[src/rtl/hash_req_arbiter_if.sv]
// Signal bundle joining two hash requesters, the shared hash core and the response consumer.
// The master modport is the arbiter's view; the slave modport is its environment's view.
interface hash_req_arbiter_if #(
  parameter int DATA_W = 32
);
  logic              req0_valid;
  logic [DATA_W-1:0] req0_data;
  logic              req0_ready;
  logic              req1_valid;
  logic [DATA_W-1:0] req1_data;
  logic              req1_ready;

  logic              core_start;
  logic [DATA_W-1:0] core_data;
  logic              core_done;
  logic [DATA_W-1:0] core_digest;
  logic [2:0]        core_status;

  logic              rsp_valid;
  logic              rsp_ready;
  logic              rsp_id;
  logic [DATA_W-1:0] rsp_digest;
  logic              rsp_ok;
  logic              busy;

  modport master (
    input  req0_valid, req0_data, req1_valid, req1_data,
    input  core_done, core_digest, core_status, rsp_ready,
    output req0_ready, req1_ready, core_start, core_data,
    output rsp_valid, rsp_id, rsp_digest, rsp_ok, busy
  );

  modport slave (
    output req0_valid, req0_data, req1_valid, req1_data,
    output core_done, core_digest, core_status, rsp_ready,
    input  req0_ready, req1_ready, core_start, core_data,
    input  rsp_valid, rsp_id, rsp_digest, rsp_ok, busy
  );
endinterface

[src/rtl/hash_req_arbiter.sv]
// Round-robin arbiter sharing one hash core between two requesters, one transaction at a time.
// Optional WAIT watchdog enabled by defining HASH_ARB_TIMEOUT_EN (limit TIMEOUT_CYC cycles).
module hash_req_arbiter #(
  parameter int DATA_W      = 32,
  parameter int TIMEOUT_CYC = 255
) (
  input  logic                 clk,
  input  logic                 reset,
  hash_req_arbiter_if.master   bus
);

  typedef enum logic [1:0] {IDLE, LAUNCH, WAIT, RESP} state_t;

  state_t            state;
  state_t            state_nxt;
  logic              prio;
  logic [DATA_W-1:0] core_data;
  logic              rsp_id;
  logic [DATA_W-1:0] rsp_digest;
  logic              rsp_ok;

  logic              any_req;
  logic              grant;
  logic              grant_id;
  logic              done_hit;
  logic              timeout_hit;

  function automatic logic status_ok(input logic [2:0] status);
    return status == 3'd1;
  endfunction

  function automatic logic [DATA_W-1:0] gate_digest(input logic [DATA_W-1:0] digest,
                                                    input logic              ok);
    return ok ? digest : '0;
  endfunction

  // Grant decision: pointer breaks ties, a lone requester always wins.
  // Grants are suppressed while reset is asserted so no ready strobe leaks out.
  always_comb begin
    any_req  = bus.req0_valid | bus.req1_valid;
    grant_id = (bus.req0_valid && bus.req1_valid) ? prio : bus.req1_valid;
    grant    = (state == IDLE) && any_req && !reset;
    done_hit = (state == WAIT) && bus.core_done;
  end

`ifdef HASH_ARB_TIMEOUT_EN
  localparam int WD_W = (TIMEOUT_CYC > 1) ? $clog2(TIMEOUT_CYC) : 1;

  logic [WD_W-1:0] wd_cnt;

  // Cleared during LAUNCH so it reads 0 on the first WAIT cycle; WAIT lasts at most TIMEOUT_CYC cycles.
  always_ff @(posedge clk) begin
    if (reset) begin
      wd_cnt <= '0;
    end else if (state == LAUNCH) begin
      wd_cnt <= '0;
    end else if (state == WAIT) begin
      wd_cnt <= wd_cnt + 1'b1;
    end
  end

  assign timeout_hit = (state == WAIT) && !bus.core_done && (wd_cnt == WD_W'(TIMEOUT_CYC - 1));
`else
  assign timeout_hit = 1'b0;
`endif

  always_ff @(posedge clk) begin
    if (reset) begin
      state <= IDLE;
    end else begin
      state <= state_nxt;
    end
  end

  always_comb begin
    state_nxt = state;
    case (state)
      IDLE:    if (grant) state_nxt = LAUNCH;
      LAUNCH:  state_nxt = WAIT;
      WAIT:    if (done_hit || timeout_hit) state_nxt = RESP;
      RESP:    if (bus.rsp_ready) state_nxt = IDLE;
      default: state_nxt = IDLE;
    endcase
  end

  // Request capture at grant, result capture at completion or watchdog expiry.
  always_ff @(posedge clk) begin
    if (reset) begin
      prio       <= 1'b0;
      core_data  <= '0;
      rsp_id     <= 1'b0;
      rsp_digest <= '0;
      rsp_ok     <= 1'b0;
    end else begin
      if (grant) begin
        core_data <= grant_id ? bus.req1_data : bus.req0_data;
        rsp_id    <= grant_id;
        prio      <= ~grant_id;
      end
      if (done_hit) begin
        rsp_ok     <= status_ok(bus.core_status);
        rsp_digest <= gate_digest(bus.core_digest, status_ok(bus.core_status));
      end else if (timeout_hit) begin
        rsp_ok     <= 1'b0;
        rsp_digest <= '0;
      end
    end
  end

  assign bus.req0_ready = grant && !grant_id;
  assign bus.req1_ready = grant && grant_id;
  assign bus.core_start = (state == LAUNCH);
  assign bus.core_data  = core_data;
  assign bus.rsp_valid  = (state == RESP);
  assign bus.rsp_id     = rsp_id;
  assign bus.rsp_digest = rsp_digest;
  assign bus.rsp_ok     = rsp_ok;
  assign bus.busy       = (state != IDLE);

endmodule

[src/flat_wrapper.sv]
// flat-port wrapper written by rule: the top's interface ports become plain ports
module hash_req_arbiter_flat 
#(
  parameter int DATA_W      = 32,
  parameter int TIMEOUT_CYC = 255
)
  (clk, reset, bus_req0_valid, bus_req0_data, bus_req1_valid, bus_req1_data, bus_core_done, bus_core_digest, bus_core_status, bus_rsp_ready, bus_req0_ready, bus_req1_ready, bus_core_start, bus_core_data, bus_rsp_valid, bus_rsp_id, bus_rsp_digest, bus_rsp_ok, bus_busy);
  hash_req_arbiter_if #(.DATA_W(DATA_W)) bus_i ();
  input  logic clk;
  input  logic reset;
  input wire logic [$bits(bus_i.req0_valid)-1:0] bus_req0_valid;
  input wire logic [$bits(bus_i.req0_data)-1:0] bus_req0_data;
  input wire logic [$bits(bus_i.req1_valid)-1:0] bus_req1_valid;
  input wire logic [$bits(bus_i.req1_data)-1:0] bus_req1_data;
  input wire logic [$bits(bus_i.core_done)-1:0] bus_core_done;
  input wire logic [$bits(bus_i.core_digest)-1:0] bus_core_digest;
  input wire logic [$bits(bus_i.core_status)-1:0] bus_core_status;
  input wire logic [$bits(bus_i.rsp_ready)-1:0] bus_rsp_ready;
  output wire logic [$bits(bus_i.req0_ready)-1:0] bus_req0_ready;
  output wire logic [$bits(bus_i.req1_ready)-1:0] bus_req1_ready;
  output wire logic [$bits(bus_i.core_start)-1:0] bus_core_start;
  output wire logic [$bits(bus_i.core_data)-1:0] bus_core_data;
  output wire logic [$bits(bus_i.rsp_valid)-1:0] bus_rsp_valid;
  output wire logic [$bits(bus_i.rsp_id)-1:0] bus_rsp_id;
  output wire logic [$bits(bus_i.rsp_digest)-1:0] bus_rsp_digest;
  output wire logic [$bits(bus_i.rsp_ok)-1:0] bus_rsp_ok;
  output wire logic [$bits(bus_i.busy)-1:0] bus_busy;
  assign bus_i.req0_valid = bus_req0_valid;
  assign bus_i.req0_data = bus_req0_data;
  assign bus_i.req1_valid = bus_req1_valid;
  assign bus_i.req1_data = bus_req1_data;
  assign bus_i.core_done = bus_core_done;
  assign bus_i.core_digest = bus_core_digest;
  assign bus_i.core_status = bus_core_status;
  assign bus_i.rsp_ready = bus_rsp_ready;
  assign bus_req0_ready = bus_i.req0_ready;
  assign bus_req1_ready = bus_i.req1_ready;
  assign bus_core_start = bus_i.core_start;
  assign bus_core_data = bus_i.core_data;
  assign bus_rsp_valid = bus_i.rsp_valid;
  assign bus_rsp_id = bus_i.rsp_id;
  assign bus_rsp_digest = bus_i.rsp_digest;
  assign bus_rsp_ok = bus_i.rsp_ok;
  assign bus_busy = bus_i.busy;
  hash_req_arbiter #(.DATA_W(DATA_W), .TIMEOUT_CYC(TIMEOUT_CYC)) u_core (.clk(clk), .reset(reset), .bus(bus_i));
endmodule
[config.mk]
export PLATFORM = sky130hd
export DESIGN_NAME = hash_req_arbiter_flat
export DESIGN_NICKNAME = d
export VERILOG_FILES = /design/src/rtl/hash_req_arbiter_if.sv /design/src/rtl/hash_req_arbiter.sv /design/src/flat_wrapper.sv
export SDC_FILE = /design/constraint.sdc
export NUM_CORES = 1
export LEC_CHECK = 0
export CAP_MARGIN = 20
export CORE_UTILIZATION = 35
export CTS_CLUSTER_DIAMETER = 100
export DETAILED_ROUTE_END_ITERATION = 8
export PLACE_DENSITY = 0.77
export SETUP_SLACK_MARGIN = 0.05
export SYNTH_ARGS = -nofsm -noshare
export SYNTH_HDL_FRONTEND = slang
export SYNTH_SLANG_ARGS = --single-unit
[constraint.sdc]
create_clock -name clk -period 4.8 [get_ports clk]
set_input_delay 1.44 -clock clk [delete_from_list [all_inputs] [get_ports clk]]
set_output_delay 1.44 -clock clk [all_outputs]
set_load 0.02 [all_outputs]
After elaboration in Yosys (flattened, before gate mapping)
Cells that the tools add are included.
{"block": "classes", "n_eq_ne": 7, "muxes": 7, "bitwise_logic": 2, "n_reduce_logical": 11}
{"op": "$mux 32", "count": 2}
{"op": "$pmux 2 s4", "count": 1}
{"op": "$logic_and 1x1->1", "count": 6}
{"op": "$mux 2", "count": 3}
{"op": "$eq 2x2->1 const B", "count": 2}
{"op": "$ne 2x1->1 const B", "count": 2}
{"op": "$eq 3x1->1 const B", "count": 1}
{"op": "$reduce_and 3->1", "count": 1}
{"op": "$eq 2x1->1 const B", "count": 1}
{"op": "$logic_not 1->1", "count": 2}
{"op": "$logic_not 2->1", "count": 1}
{"op": "$ne 2x2->1 const B", "count": 1}
{"op": "$reduce_bool 2->1", "count": 1}
{"op": "$mux 1", "count": 1}
{"op": "$not 1->1", "count": 1}
{"op": "$or 1x1->1", "count": 1}
{"block": "totals", "register_bits": 69, "wordCells": 33}

Depth between registers and ports, before layout
{"block": "logic_depth", "depth_word": 5, "ltp_mapped": 7, "mapped_depth_nobuf": 6}

Worst setup path after synthesis
Ideal clock, no wire load.
{"block": "synth_timing", "kind": "input -> output", "startpoint": "input port reset", "endpoint": "output port bus_req0_ready", "t_arrival_ns": 2.145, "t_required_ns": 3.360, "path_slack_ns": 1.215, "path_stages": 3, "path_buffers": 2, "cell_sequence": "buf_2 -> a211oi_4 -> buf_6"}
{"block": "synth_between", "elab_chain_len": 3}
{"element": "start: declaration", "line_no": "flat_wrapper.sv:10", "source": "input logic reset;"}
{"element": "$logic_not 1->1", "line_no": "hash_req_arbiter.sv:42", "source": "grant = (state == IDLE) && any_req && !reset;"}
{"element": "$logic_and 1x1->1", "line_no": "hash_req_arbiter.sv:42"}
{"element": "$logic_and 1x1->1", "line_no": "hash_req_arbiter.sv:110", "source": "assign bus.req0_ready = grant && !grant_id;"}
{"element": "end: declaration", "line_no": "flat_wrapper.sv:19", "source": "output wire logic [$bits(bus_i.req0_ready)-1:0] bus_req0_ready;"}
No other way between the ends.

Worst setup path in the final report
{"block": "layout_timing", "startpoint": "input port bus_req0_valid", "endpoint": "output port bus_req0_ready"}
{"block": "layout_between", "elab_chain_len": 4}
{"element": "start: declaration", "line_no": "flat_wrapper.sv:11", "source": "input wire logic [$bits(bus_i.req0_valid)-1:0] bus_req0_valid;"}
{"element": "$or 1x1->1 / $logic_and 1x1->1 (equally long branches)", "line_no": "hash_req_arbiter.sv:40, hash_req_arbiter.sv:41"}
{"element": "$logic_and 1x1->1 / $mux 1 (equally long branches)", "line_no": "hash_req_arbiter.sv:42, hash_req_arbiter.sv:41"}
{"element": "$logic_and 1x1->1 / $logic_not 1->1 (equally long branches)", "line_no": "hash_req_arbiter.sv:42, hash_req_arbiter.sv:110"}
{"element": "$logic_and 1x1->1 *", "line_no": "hash_req_arbiter.sv:110"}
Every way passes the cells marked *; elsewhere a longest branch is shown, timed or not.

==> metrics.txt <==
status=complete, no violations; drt drc=0; min-delay worst type=flop to flop; Final setup viols=0; via count of the first global-routing pass=~2700; CTS tree=done; Final Cell Area=0.004768 mm2; Routed WL per cell=between 15 and 20 um; Die X=a little over 90 um; Layout area overhead=70.67%; FF-to-FF End=u_core.bus.core_data[30]; Yosys reg bits=between 60 and 70; vias per cell=between 5 and 6; PortBufs=175; DRT iter0 DRCs=148; Ports=176; skew final=6.530 ps; cts hold-fix bufs=0; Gate power share=33.4%; P_sw=0.5487 mW; Antenna Nets Post-Route=0; Reg area=roughly 0.0014 mm2; CP delay by family, top=buffers and inverters; Reg clk slew, reported paths=70 ps; synth unique cells=27; Crit. Startpoint=bus_req0_valid; Worst IR Drop VDD=~0.00016 V; CTS root buf=clkbuf_8; Max-Cap Viols=0; Gate Count Post-Synth=250; Crit path buffers/inverters=2; first-pass detailed-route iteration total=9; Initial Util=36.16%; crit path kind=input pin to output pin; initial antenna violation count=0; global placer's final weighted congestion=0.7076; flop2flop setup slack=2960 ps; clk sink count=between 60 and 70; FMAX=229.1 MHz; post-CTS sizing=0; total wire length=8091 um; PwrDens=about 360 mW/mm2; ant diodes=0; total CTS buffers=9; Clock power frac=27.5%; Setup TNS Final=0 ps; switching share of power=32.09%; Max FO, Critical Path=3; hold path start=u_core.state[1]; Synth Warn #=0; H-tree depth=3; Setup crit start kind=input pin; Setup Fix Bufs, Post-CTS=0; sequential fraction of design power=39.0%; DR vias=between 2000 and 3000; crit path DAT=slightly below 3000 ps; Max clock buf depth=2; fin. max-slew vios=0; Hold Path End=u_core.state[1]; CP dominant cell by count=clkdlybuf4s50_1; Worst path slowest cell=clkdlybuf4s50_1; Leak Pwr=roughly 1.7 nW; Tcrit/Tclk final=90.94%; grt total ovfl=0; area occupied by multi-input gates=0.001249 mm2; RSZ-0062 raised after global routing=false; Cell Int Power=1.161 mW; syn avg cell area=about 11 um2; Placed Instances=510; row cnt=32; Non-Filler Instances=526; Die ar.=~0.0083 mm2; Clk Latency, worst-skew pair=330 ps; share of layout cells above drive strength 1=a little over a fifth; R2R Path Start=u_core.state[0]; # nets final=about 530; Post-Syn Nets=359; first-pass GRT wire length=13210 um; Fill cells=621; sequential area share after synthesis=49.44%; cell count of the worst reg-to-reg path=7; Core ar.=0.007727 mm2; placed inst area=0.004568 mm2; Hold Path Cell Cnt=2; largest net degree at the start of global routing=between 40 and 50; HPWL after detailed placement=5633 um; all-layer global routing usage=between 20% and 30%; Syn Std Cell Area=about 0.0028 mm2; Die H=91.35 um; CP Data Required Time=3360 ps; minimum clock period=between 4000 and 5000 ps; CP endpoint kind=output pin; critical path depth in cells=4; Relative slew margins=56.36%; Fin. Hold Viols=0; Worst Tran Pin Value=654.6 ps; CP max stage delay=650 ps; cell-by-cell trace of the critical path=clkdlybuf4s50_1 -> nand2_2 -> a211oi_4 -> clkdlybuf4s50_1
## layout by cell type (no fill, tap or decap)
cell             instances
a22oi_1                  3
dfxtp_1                 69
clkbuf_8                10
a211oi_4                 1
a21oi_1                  1
o21a_1                   1
inv_2                    1
nor2b_1                  2
inv_1                    4
nor4b_4                  1
a31o_2                   1
nor2_2                  29
nor3_4                   1
clkinv_2                 2
clkinvlp_4               3
nor2_1                  38
a22oi_2                 29
a222oi_1                32
clkdlybuf4s50_1        174
buf_2                    1
nor3_1                   1
buf_4                    6
nand2_1                  3
a221oi_2                 1
bufinv_16                1
nand2_2                  2
ha_1                     4
mux2i_1                  1
o211ai_2                 1
a21oi_2                  1
## state kept, by name (all words and copies together) (netlist names)
signal                 cells
u_core.bus.core_data      32
u_core.bus.rsp_digest     32
u_core.state               2
u_core.bus.rsp_id          1
u_core.bus.rsp_ok          1
u_core.prio                1
## through the flow
stage	hold slack, ps	setup WS [ps]	util (%)	power [mW]
finish	496.1	434.9	61.71	1.710
global route	517.9	376.4	61.71	1.815
CTS	497.9	432.0	61.71	1.729
floorplan	467.7	1215	-	0.9986
global placement	472.0	440.0	59.12	1.242
detailed placement	484.0	439.2	59.12	1.252
## kinds of logic (layout without fill, tap and decap cells)
| group | Yosys count | in the layout | share of synthesized area (%) |
|---|---|---|---|
| fa+ha+maj | 4 | 4 | 1.791 |
| flops | 69 | 69 | 49.44 |
| compound gates | 71 | 71 | 28.03 |
| buf+inv | 28 | 202 | 5.866 |
| simple gates | 77 | 77 | 14.51 |
| mux | 1 | 1 | 0.3583 |
## routing by layer
metal / track usage (%) / vias up / part of all wire (%)
met2: 33.02 / 148 / 48
met5: 0 / - / 0
met1: 24.59 / 1273 / 42
li1: - / 1277 / -
met3: 7.956 / 8 / 9.1
met4: 5.291 / 0 / 1.1
## worst max path at each step
| stage | to |
|---|---|
| after floorplan | bus_req0_ready |
| after global placement | bus_req1_ready |
| after detailed placement | bus_req1_ready |
| after CTS | bus_req1_ready |
| after global routing | bus_req1_ready |
| final | bus_req0_ready |
## synthesized netlist by cell type
cell	n	area, um2
nor2b_1	2	12.51
inv_2	1	3.750
buf_1	1	3.750
inv_1	4	15.01
a221oi_2	1	15.01
nand2_2	2	12.51
clkbuf_1	5	18.77
nor2_1	38	142.6
a222oi_1	32	320.3
a21oi_2	1	8.760
buf_2	11	55.05
ha_1	4	50.05
buf_6	6	67.56
dfxtp_1	69	1381
nor4b_4	1	23.77
nor3_1	1	5.000
a211oi_4	1	20.02
nand2_1	3	11.26
a22oi_2	29	362.9
nor3_4	1	16.27
o21a_1	1	7.510
a21oi_1	1	5.000
a31o_2	1	8.760
mux2i_1	1	10.01
o211ai_2	1	12.51
a22oi_1	3	22.52
nor2_2	29	181.4
## power by group through the flow
| stage | Combinational [mW] | Clock (mW) | Sequential [mW] |
|---|---|---|---|
| 6_report | 0.571 | 0.471 | 0.667 |
| 4_1_cts | 0.577 | 0.485 | 0.667 |
| 3_5_place_dp | 0.575 | 0 | 0.677 |
| 2_1_floorplan | 0.266 | 0 | 0.733 |
| 3_3_place_gp | 0.565 | 0 | 0.677 |
| 5_1_grt | 0.615 | 0.526 | 0.674 |
## layout make-up
class                           instances  area share [%]
Clock inverter                          6           1.312
Tap cell                              102           2.676
Multi-Input combinational cell        153           26.19
Clock buffer                           10           2.886
Sequential cell                        69           28.97
Timing Repair Buffer                  181           37.58
Inverter                                5          0.3936
## tightest hold or removal path, cell delays in order, from the launching register on
cell and delay (ps):
dfxtp_1 340, nand2_1 60, mux2i_1 50
No activity file was read; power rests on OpenSTA's default activity.
